--- src/rtl/id_ex_stage_reg.sv ---
`default_nettype none
// ============================================================================
// Module  : id_ex_stage_reg
// Brief   : ID/EX pipeline register with load-use bubble insertion, flush and
//           condition squash, and a saturating bubble counter.
// Revision: 1.0
// ============================================================================
module id_ex_stage_reg #(
    parameter int DATA_W = 32,
    parameter int REG_W  = 4,
    parameter int CNT_W  = 16
) (
    input  logic              clk,
    input  logic              rst_n,
    input  logic              ID_shift_imm,
    input  logic              ID_Load_Inst,
    input  logic              S,
    input  logic              ID_RF_enable,
    input  logic              B_L,
    input  logic              m_enable,
    input  logic              m_rw,
    input  logic [3:0]        ID_ALU_Op,
    input  logic [1:0]        m_size,
    input  logic              ID_cond_pass,
    input  logic [DATA_W-1:0] ID_Rn_val,
    input  logic [DATA_W-1:0] ID_Rm_val,
    input  logic [DATA_W-1:0] ID_Rd_val,
    input  logic [11:0]       ID_imm,
    input  logic [REG_W-1:0]  ID_Rn,
    input  logic [REG_W-1:0]  ID_Rm,
    input  logic [REG_W-1:0]  ID_Rd,
    input  logic              ID_uses_Rn,
    input  logic              ID_uses_Rm,
    input  logic              flush,
    input  logic              mem_stall,
    output logic              EX_shift_imm,
    output logic              EX_Load_Inst,
    output logic              EX_S,
    output logic              EX_RF_enable,
    output logic              EX_B_L,
    output logic              EX_m_enable,
    output logic              EX_m_rw,
    output logic [3:0]        EX_ALU_Op,
    output logic [1:0]        EX_m_size,
    output logic              EX_cond_pass,
    output logic [DATA_W-1:0] EX_Rn_val,
    output logic [DATA_W-1:0] EX_Rm_val,
    output logic [DATA_W-1:0] EX_Rd_val,
    output logic [11:0]       EX_imm,
    output logic [REG_W-1:0]  EX_Rn,
    output logic [REG_W-1:0]  EX_Rm,
    output logic [REG_W-1:0]  EX_Rd,
    output logic              EX_valid,
    output logic              IF_ID_hold,
    output logic              load_use_hz,
    output logic [CNT_W-1:0]  bubble_count
);

    localparam int CTRL_W = 14;
    localparam int WORD_W = CTRL_W + 3 * DATA_W + 12 + 3 * REG_W;
    localparam logic [CNT_W-1:0] CNT_MAX = {CNT_W{1'b1}};

    logic [WORD_W-1:0] id_word;
    logic [WORD_W-1:0] ex_word;
    logic              bubble;
    logic              count_bubble;

    // Whole stage moves as one word so a bubble zeroes control, data and indices together.
    assign id_word = {ID_shift_imm, ID_Load_Inst, S, ID_RF_enable, B_L, m_enable, m_rw,
                      ID_ALU_Op, m_size, ID_cond_pass, ID_Rn_val, ID_Rm_val, ID_Rd_val,
                      ID_imm, ID_Rn, ID_Rm, ID_Rd};

    assign {EX_shift_imm, EX_Load_Inst, EX_S, EX_RF_enable, EX_B_L, EX_m_enable, EX_m_rw,
            EX_ALU_Op, EX_m_size, EX_cond_pass, EX_Rn_val, EX_Rm_val, EX_Rd_val,
            EX_imm, EX_Rn, EX_Rm, EX_Rd} = ex_word;

    assign load_use_hz = EX_valid & EX_Load_Inst & EX_RF_enable &
                         ((ID_uses_Rn & (ID_Rn == EX_Rd)) | (ID_uses_Rm & (ID_Rm == EX_Rd)));

    assign IF_ID_hold   = mem_stall | (load_use_hz & ~flush);
    assign count_bubble = flush | load_use_hz;
    assign bubble       = count_bubble | ~ID_cond_pass;

    always_ff @(posedge clk or negedge rst_n) begin
        if (!rst_n) begin
            ex_word      <= '0;
            EX_valid     <= 1'b0;
            bubble_count <= '0;
        end else if (!mem_stall) begin
            if (bubble) begin
                ex_word  <= '0;
                EX_valid <= 1'b0;
            end else begin
                ex_word  <= id_word;
                EX_valid <= 1'b1;
            end
            // Condition-failed squashes are architectural NOPs, not counted as bubbles.
            if (count_bubble && (bubble_count != CNT_MAX))
                bubble_count <= bubble_count + 1'b1;
        end
    end

endmodule
`default_nettype wire

--- config.mk ---
export PLATFORM = sky130hd
export DESIGN_NAME = id_ex_stage_reg
export DESIGN_NICKNAME = d
export VERILOG_FILES = /design/src/rtl/id_ex_stage_reg.sv
export SDC_FILE = /design/constraint.sdc
export NUM_CORES = 1
export LEC_CHECK = 0
export BUFFER_PORTS_ARGS = -buffer_cell sky130_fd_sc_hd__buf_2
export CAP_MARGIN = 20
export CORE_MARGIN = 3
export CORE_UTILIZATION = 45
export DETAILED_ROUTE_END_ITERATION = 8
export PLACE_DENSITY = 0.88
export SETUP_SLACK_MARGIN = 0.3
export SYNTH_ARGS = -nofsm -noshare
export SYNTH_HDL_FRONTEND = slang
export SYNTH_SLANG_ARGS = --single-unit
--- constraint.sdc ---
create_clock -name clk -period 2.3 [get_ports clk]
set_input_delay 0.46 -clock clk [delete_from_list [all_inputs] [get_ports clk]]
set_output_delay 0.46 -clock clk [all_outputs]
set_load 0.005 [all_outputs]
### Word level (Yosys, flattened, before mapping)

Cells that the tools add are included.

* flip-flop bits (word level): 151
* latch bits: 0
* bits in writable memories: 0
* ROM bits: 0
* input bits: 140
* memories: 0

* $add $sub $neg: 1
* multipliers: 0
* divide/modulo/power cells: 0
* magnitude comparators: 0
* equal/unequal tests: 3
* shift operators: 0
* muxes and demuxes: 2
* bitwise operators: 13
* reductions and logical operators: 2

Operators by type and width (number)
* $mux W134: 1
* $add A16 B1 Y16 const B: 1
* $ne A16 B16 Y1 const B: 1
* $eq A4 B4 Y1: 2
* $and A1 B1 Y1: 6
* $or A1 B1 Y1: 4
* $not A1 Y1: 3
* $reduce_and A2 Y1: 1
* $logic_and A1 B1 Y1: 1
* $mux W1: 1

### Longest topological paths before layout

Gate-level depths: netlist (run 1).

* depth in word-level cells: 7
* mapped depth: 9

### Worst setup path before layout (run 1)

No wires, ideal clock.

* path kind: input to register
* from: in ID_Rm[3]
* to: reg ex_word[100]
* setup time: 0.121 ns
* data arrival time: 1.759 ns
* data required time: 2.179 ns
* slack: 0.420 ns
* stages on the path: 9
* path buffers: 3
* path through: xor2_1 nor4_1 nand3_1 nand3b_2 nor3b_2 buf_6 buf_6 buf_6 a22o_1

* cells in the longest elaborated chain, start to end: 7

Ends and longest elaborated chain
* from (decl): RTL line 30 `input logic [REG_W-1:0] ID_Rm,`
* $eq A4 B4 Y1: RTL line 78 `((ID_uses_Rn & (ID_Rn == EX_Rd)) | (ID_uses_Rm & (ID_Rm == EX_Rd)));`
* $and A1 B1 Y1: RTL line 78
* $or A1 B1 Y1: RTL line 78
* $and A1 B1 Y1: RTL line 77 `assign load_use_hz = EX_valid & EX_Load_Inst & EX_RF_enable &`
* $or A1 B1 Y1: RTL line 81 `assign count_bubble = flush | load_use_hz;`
* $or A1 B1 Y1: RTL line 82 `assign bubble = count_bubble | ~ID_cond_pass;`
* $mux W134: RTL line 90 `if (bubble) begin`
* to (signal assigned): RTL line 94 `ex_word <= id_word;`
* to (decl): RTL line 64 `logic [WORD_W-1:0] ex_word;`

No other way between the ends.
A chain may end at the register's enable or synchronous reset.

### Final worst setup path (run 1)

* from: reg ex_word[1]
* to: out load_use_hz

* cells in the longest elaborated chain, start to end: 4
* elaborated cells on any way between the ends: 6
* those cells by class: eq/ne (2); bitwise (4)

Ends and longest elaborated chain
* $eq A4 B4 Y1: RTL line 78
* $and A1 B1 Y1: RTL line 78
* $or A1 B1 Y1 (*): RTL line 78
* $and A1 B1 Y1 (*): RTL line 77
* to (decl): RTL line 55 `output logic load_use_hz,`

Mark *: on every way between the ends. The rest lies on a longest branch, timed or not.

==> results of run 1 <==
[Yosys cell counts, drive strengths merged (2+ instances only)]
master | n | area share (%)
nor2 | 4 | 0.27
nand4b | 4 | 0.63
and4 | 2 | 0.31
a22o | 133 | 21
nand2 | 6 | 0.40
buf | 17 | 2.5
nand3 | 6 | 0.63
clkbuf | 15 | 1.0
nand4 | 8 | 0.89
and3 | 4 | 0.45
xor2 | 4 | 0.63
dfrtp | 150 | 67
xnor2 | 19 | 3.0
nor4 | 2 | 0.22
[logic make-up after synthesis]
logic type               Yosys count  share of synthesized area, %
adder cells (fa/ha/maj)            1                        0.2233
buffers and inverters             33                         3.529
multiplexers                       1                        0.2010
XOR/XNOR                          23                         3.596
AND/OR/NAND/NOR                   40                         4.422
AO/OA/AOI/OAI                    135                         21.02
flip-flops                       150                         67.01
[worst max-delay path by stage]
stage / depth (start not counted) / slack [ns] / from / end
floorplan: 9 / 0.42 / ID_Rm[3] / ex_word[100]
global route: 6 / -0.09 / ex_word[3] / IF_ID_hold
global placement: 8 / 0.27 / ID_Rm[3] / bubble_count[1]
CTS: 6 / 0.006 / ex_word[0] / IF_ID_hold
detailed placement: 8 / 0.17 / ID_Rm[3] / bubble_count[1]
finish: 6 / 0.005 / ex_word[1] / load_use_hz
[stage by stage]
stage,worst slack (ns),hold slack [ns],setup TNS [ns],cell area (µm²),util (%)
after floorplan,0.4199,0.1644,0,5602,-
after CTS,0.005784,0.006736,0,7873,65.00
final,0.005491,0.004768,0,8117,67.01
after global placement,0.2746,0.4432,0,7197,59.42
after global routing,-0.09162,0.02563,-0.1768,8117,67.01
after detailed placement,0.1735,0.4495,0,7197,59.42
[area by class of cell]
cell class                 count  area (µm²)
fill                         848        3995
clock buffer                  24       501.7
multi-input combinational    200        1694
sequential                   150        3756
inverter                       1       3.754
timing repair buffer         315        1834
tap                          168       210.2
clock inverter                 7       116.4
[sequential cells by signal (all words and copies together), names as in the netlist]
signal        flops
bubble_count     16
ex_word         134
[power by group]
part	switching, W	internal, W	total, W
logic	0.000371	0.000413	0.000784
clock network	0.00102	0.00185	0.00287
registers	0.000147	0.00282	0.00297
[routing by layer]
| layer | GRT usage [%] | routed length, µm | up-vias |
|---|---|---|---|
| met2 | 38.62 | 8634 | 272 |
| met4 | 8.938 | 363 | 0 |
| met1 | 27.33 | 6543 | 2336 |
| met5 | 0 | 0 | - |
| met3 | 6.920 | 1445 | 30 |
| li1 | - | - | 2072 |
[timing repair]
action | 4_1_cts | 5_1_grt
hold endpoints to repair | 0 | 0
pin swaps | 4 | 6
cloned | 1 | 9
buffers inserted | 4 | 2
gates resized for setup | 5 | 18
endpoints found under the setup margin | 3 | 152
==> results_dict.tcl, run 1 <==
set metrics [dict create \
    fin_crit_ns 2.295 \
    cp_cell_sequence "xor2_1 > nor4_2 > nand3_1 > buf_4 > nand2_1 > buf_2" \
    cts_tree "built" \
    synth_fp_nets 524 \
    hold_buffers 0 \
    hpwl_mm 10.90 \
    grt_usage_pct 22.76 \
    dr.pass1.iters 4 \
    core-area_mm2 0.01211 \
    final_common_cell "buf_2" \
    cp_max_fo 2 \
    finalClockSkew_ns 0.009718 \
    synth-edff-count 0 \
    place_inst 818 \
    vias_per_cell 5.445 \
    finalPower_w 0.006620 \
    hp-class "in -> async" \
    critPathSlowestCell "dfrtp_2" \
    ff2ff_setup_slack_ns 0.12 \
    fp.dieH_um 117.6 \
    grt-ovfl-total 0 \
    max_freq_mhz 435.8 \
    wl_per_cell_um 19.64 \
    fin_crit_sh_pct 99.76 \
    hold_viol 0 \
    worst-path-buf-inv 2 \
    cp-start-kind "flop" \
    grt_max_degree 70 \
    grt_pass1_wl_mm 25.23 \
    regToRegStartpoint "ex_word[1]" \
    drive_gt1_share_pct 51.08 \
    cp.required_ns 1.84 \
    setup_violations 0 \
    vdd_drop_max_v 0.0004206 \
    cp_slowest_stage_delay_ns 0.41 \
    rsz0062_at_grt "yes" \
    drt_iter0_drc 358 \
    clock_tree.buffer_depth 2 \
    cts.sinks 150 \
    slew_violations 0 \
    yosys_warnings 0 \
    ys_seq_area_share_pct 67.01 \
    antenna_left 0 \
    clock-root-buffer "clkbuf_16" \
    worst_pin_slew_ns 0.6789 \
    insertion_delay_ns 0.41 \
    async_flop_share_pct 100.0 \
    criticalPathCategory "reg -> out" \
    layout.nets 826 \
    start_util_pct 46.25 \
    synth_flop_cell "dfrtp_1" \
    syn_area_mm2 0.005602 \
    die_area_mm2 0.01382 \
    worst_setup_path_end_kind "primary output" \
    synthCells 383 \
    numCtsBuffers 17 \
    syn_avg_cell_area_um2 14.63 \
    h-tree-depth 4 \
    layout_common_cells "buf_2 (290), dfrtp_1 (148), a22o_1 (133)" \
    r2r-end "ex_word[17]" \
    max-slew-margin-rel_pct 54.74 \
    antenna_found_initial 0 \
    synth-seq-cells 150 \
    r2r_cells 10 \
    grt_pass1_vias 4747 \
    port_buffers 292 \
    ios 293 \
    rows 40 \
    route.detailed.drc 0 \
    cp.arrival_ns 1.83 \
    clkSlewWorstSetupHoldPaths_ns 0.06 \
    routed_wl_mm 16.99 \
    status "complete, no violations" \
    powerDensity_mw_per_mm2 815.7 \
    area_delta_synth_final_pct 44.90 \
    vias 4710 \
    gp_congestion 0.8071 \
    fin_cells 865 \
    crit_family "simple AND/OR/NAND/NOR gates" \
    synth.distinct_cells 26 \
    die_w_um 117.6 \
    maxCapViolCount 0 \
    p_leak_nw 4.487 \
    num_antenna_cells 0 \
]
(Power assumes the default switching activity.)
==> run 2: changes to the inputs <==
- CAP_MARGIN: 20 -> 25
- PLACE_DENSITY: 0.88 -> 0.86
==> run 2 against run 1 <==
Compared with the run above: the flow now finishes with violations (setup timing); clock skew about the same; flip-flop and latch count is the same; maximum frequency down 2.1%; setup slack worse by 0.050 ns; final cell count up 3.5%; critical endpoint unchanged; largest power group unchanged.
==> results_dict.tcl, run 2 (synthesis results as in run 1) <==
set metrics [dict create \
    slew_violations 0 \
    layout.nets 857 \
    cp.arrival_ns 1.88 \
    ff2ff_setup_slack_ns -0.04 \
    numCtsBuffers 17 \
    r2r-end "ex_word[97]" \
    rows 40 \
    port_buffers 292 \
    route.detailed.drc 0 \
    cts.sinks 150 \
    postPlaceCellArea_mm2 0.007272 \
    powerDensity_mw_per_mm2 771.1 \
    p_leak_nw 4.773 \
    antenna_found_initial 0 \
    vias 4887 \
    core-area_mm2 0.01211 \
    hpwl_mm 10.99 \
    top_register "ex_word" \
    fin_crit_sh_pct 101.9 \
    gp_congestion 0.8280 \
    drive_gt1_share_pct 54.06 \
    r2r_cells 12 \
    h-tree-depth 4 \
    fin_crit_ns 2.344 \
    clock-root-buffer "clkbuf_16" \
    setup_violations 18 \
    vdd_drop_max_v 0.0004854 \
    cts_tree "built" \
    grt-ovfl-total 0 \
    regToRegStartpoint "ex_word[3]" \
    cp_max_fo 4 \
    wl_per_cell_um 21.02 \
    final_area_mm2 0.008705 \
    die_area_mm2 0.01382 \
    grt_pass1_vias 4698 \
    hold_ws_ns 0.2540 \
    status "complete, but fails checks" \
    final_common_cell "buf_2" \
    largest_reg_flops 134 \
    hold_path_depth 2 \
    place_inst 828 \
    die_w_um 117.6 \
    rsz0062_at_grt "yes" \
    criticalPathCategory "reg -> out" \
    worstHoldStart "ID_Rn_val[17]" \
    grt_usage_pct 22.59 \
    hold_viol 0 \
    layout_common_cells "buf_2 (288), dfrtp_1 (148), a22o_1 (133)" \
    violations "setup timing" \
    clock_tree.buffer_depth 2 \
    worst_setup_path_end_kind "primary output" \
    grt_max_degree 70 \
    finalClockSkew_ns 0.01005 \
    cp.required_ns 1.84 \
    worst_pin_slew_ns 0.7272 \
    start_util_pct 46.25 \
    clkSlewWorstSetupHoldPaths_ns 0.06 \
    routed_wl_mm 18.81 \
    max-slew-margin-rel_pct 51.11 \
    max_freq_mhz 426.6 \
    grt_pass1_wl_mm 24.88 \
    fp.dieH_um 117.6 \
    antenna_left 0 \
    insertion_delay_ns 0.42 \
    cp-start-kind "flop" \
    hp-class "in -> reg" \
    num_antenna_cells 0 \
    min_to "ex_word[105]" \
    maxCapViolCount 0 \
    drt_iter0_drc 367 \
    reg_top3 "ex_word (134), bubble_count (16)" \
    ios 293 \
    dr.pass1.iters 4 \
    area_delta_synth_final_pct 55.39 \
    fin_cells 895 \
    vias_per_cell 5.460 \
    setup_ws_ns -0.04433 \
]
## run 2: changes by cell type in the layout (fill, tap and decap cells not counted), moves of 2 or more
| cell | before | now |
|---|---|---|
| buf_12 | 5 | 9 |
| buf_8 | 0 | 9 |
| buf_4 | 7 | 16 |
| xnor2_1 | 18 | 16 |
| nand2_4 | 0 | 3 |
| clkbuf_16 | 21 | 32 |
| xnor2_2 | 1 | 3 |
| nand2_1 | 5 | 2 |
| buf_2 | 290 | 288 |
## run 2: layout make-up
type	instances	area, µm²
sequential	150	3756
timing repair buffer	345	2357
fill	846	3407
inverter	1	3.754
tap	168	210.2
clock buffer	22	484.2
multi-input combinational	201	1772
clock inverter	8	121.4
## run 2: metrics by stage
stage	setup slack (ns)	utilization [%]	total power [W]	setup TNS, ns
floorplan	0.4199	-	0.003287	0
global placement	-0.2962	60.04	0.003716	-29.60
detailed placement	-0.3966	60.04	0.003750	-38.95
CTS	-0.03177	65.93	0.006606	-0.03177
global route	-0.1534	71.87	0.006966	-11.40
finish	-0.04433	71.87	0.006713	-0.4057
## run 2: worst max path at each step
| stage | endpoint | startpoint | depth (start not counted) | slack (ns) |
|---|---|---|---|---|
| global route | IF_ID_hold | ex_word[3] | 6 | -0.15 |
| detailed placement | ex_word[91] | ID_Rn[2] | 8 | -0.40 |
| finish | load_use_hz | ex_word[3] | 7 | -0.04 |
| CTS | IF_ID_hold | ex_word[3] | 6 | -0.03 |
| global placement | ex_word[98] | ID_Rn[2] | 8 | -0.30 |
| floorplan | ex_word[100] | ID_Rm[3] | 9 | 0.42 |
## run 2: where the power goes
group / total, W / internal, W / switching (W) / leakage (nW)
logic: 0.000893 / 0.000493 / 0.000401 / 2.46
registers: 0.00297 / 0.00282 / 0.000151 / 2.02
clock network: 0.00285 / 0.00181 / 0.00104 / 0.298
## run 2: critical path, cell delays in order, from the launching register on
cell and delay (ns):
dfrtp_1 0.43, xor2_1 0.19, nor4_2 0.27, nand3_1 0.15, buf_4 0.17, buf_6 0.11, nand2_2 0.06, buf_6 0.10
## run 2: what timing repair did
action | in CTS | in global routing
resized for setup | 8 | 39
gates cloned | 1 | 23
endpoints found under the hold margin | 33 | 0
pin swaps | 7 | 12
setup endpoints to repair | 136 | 152
setup buffers | 7 | 5
hold buffers | 1 | 0
## run 2: per-layer routing
metal / vias to the layer above / part of all wire (%) / track usage [%] / routed length (µm)
li1: 2133 / - / - / -
met1: 2433 / 38 / 26.99 / 7207
met2: 283 / 52 / 38.51 / 9741
met3: 38 / 7.5 / 7.208 / 1417
met4: 0 / 2.4 / 8.278 / 443
met5: - / 0 / 0 / 0
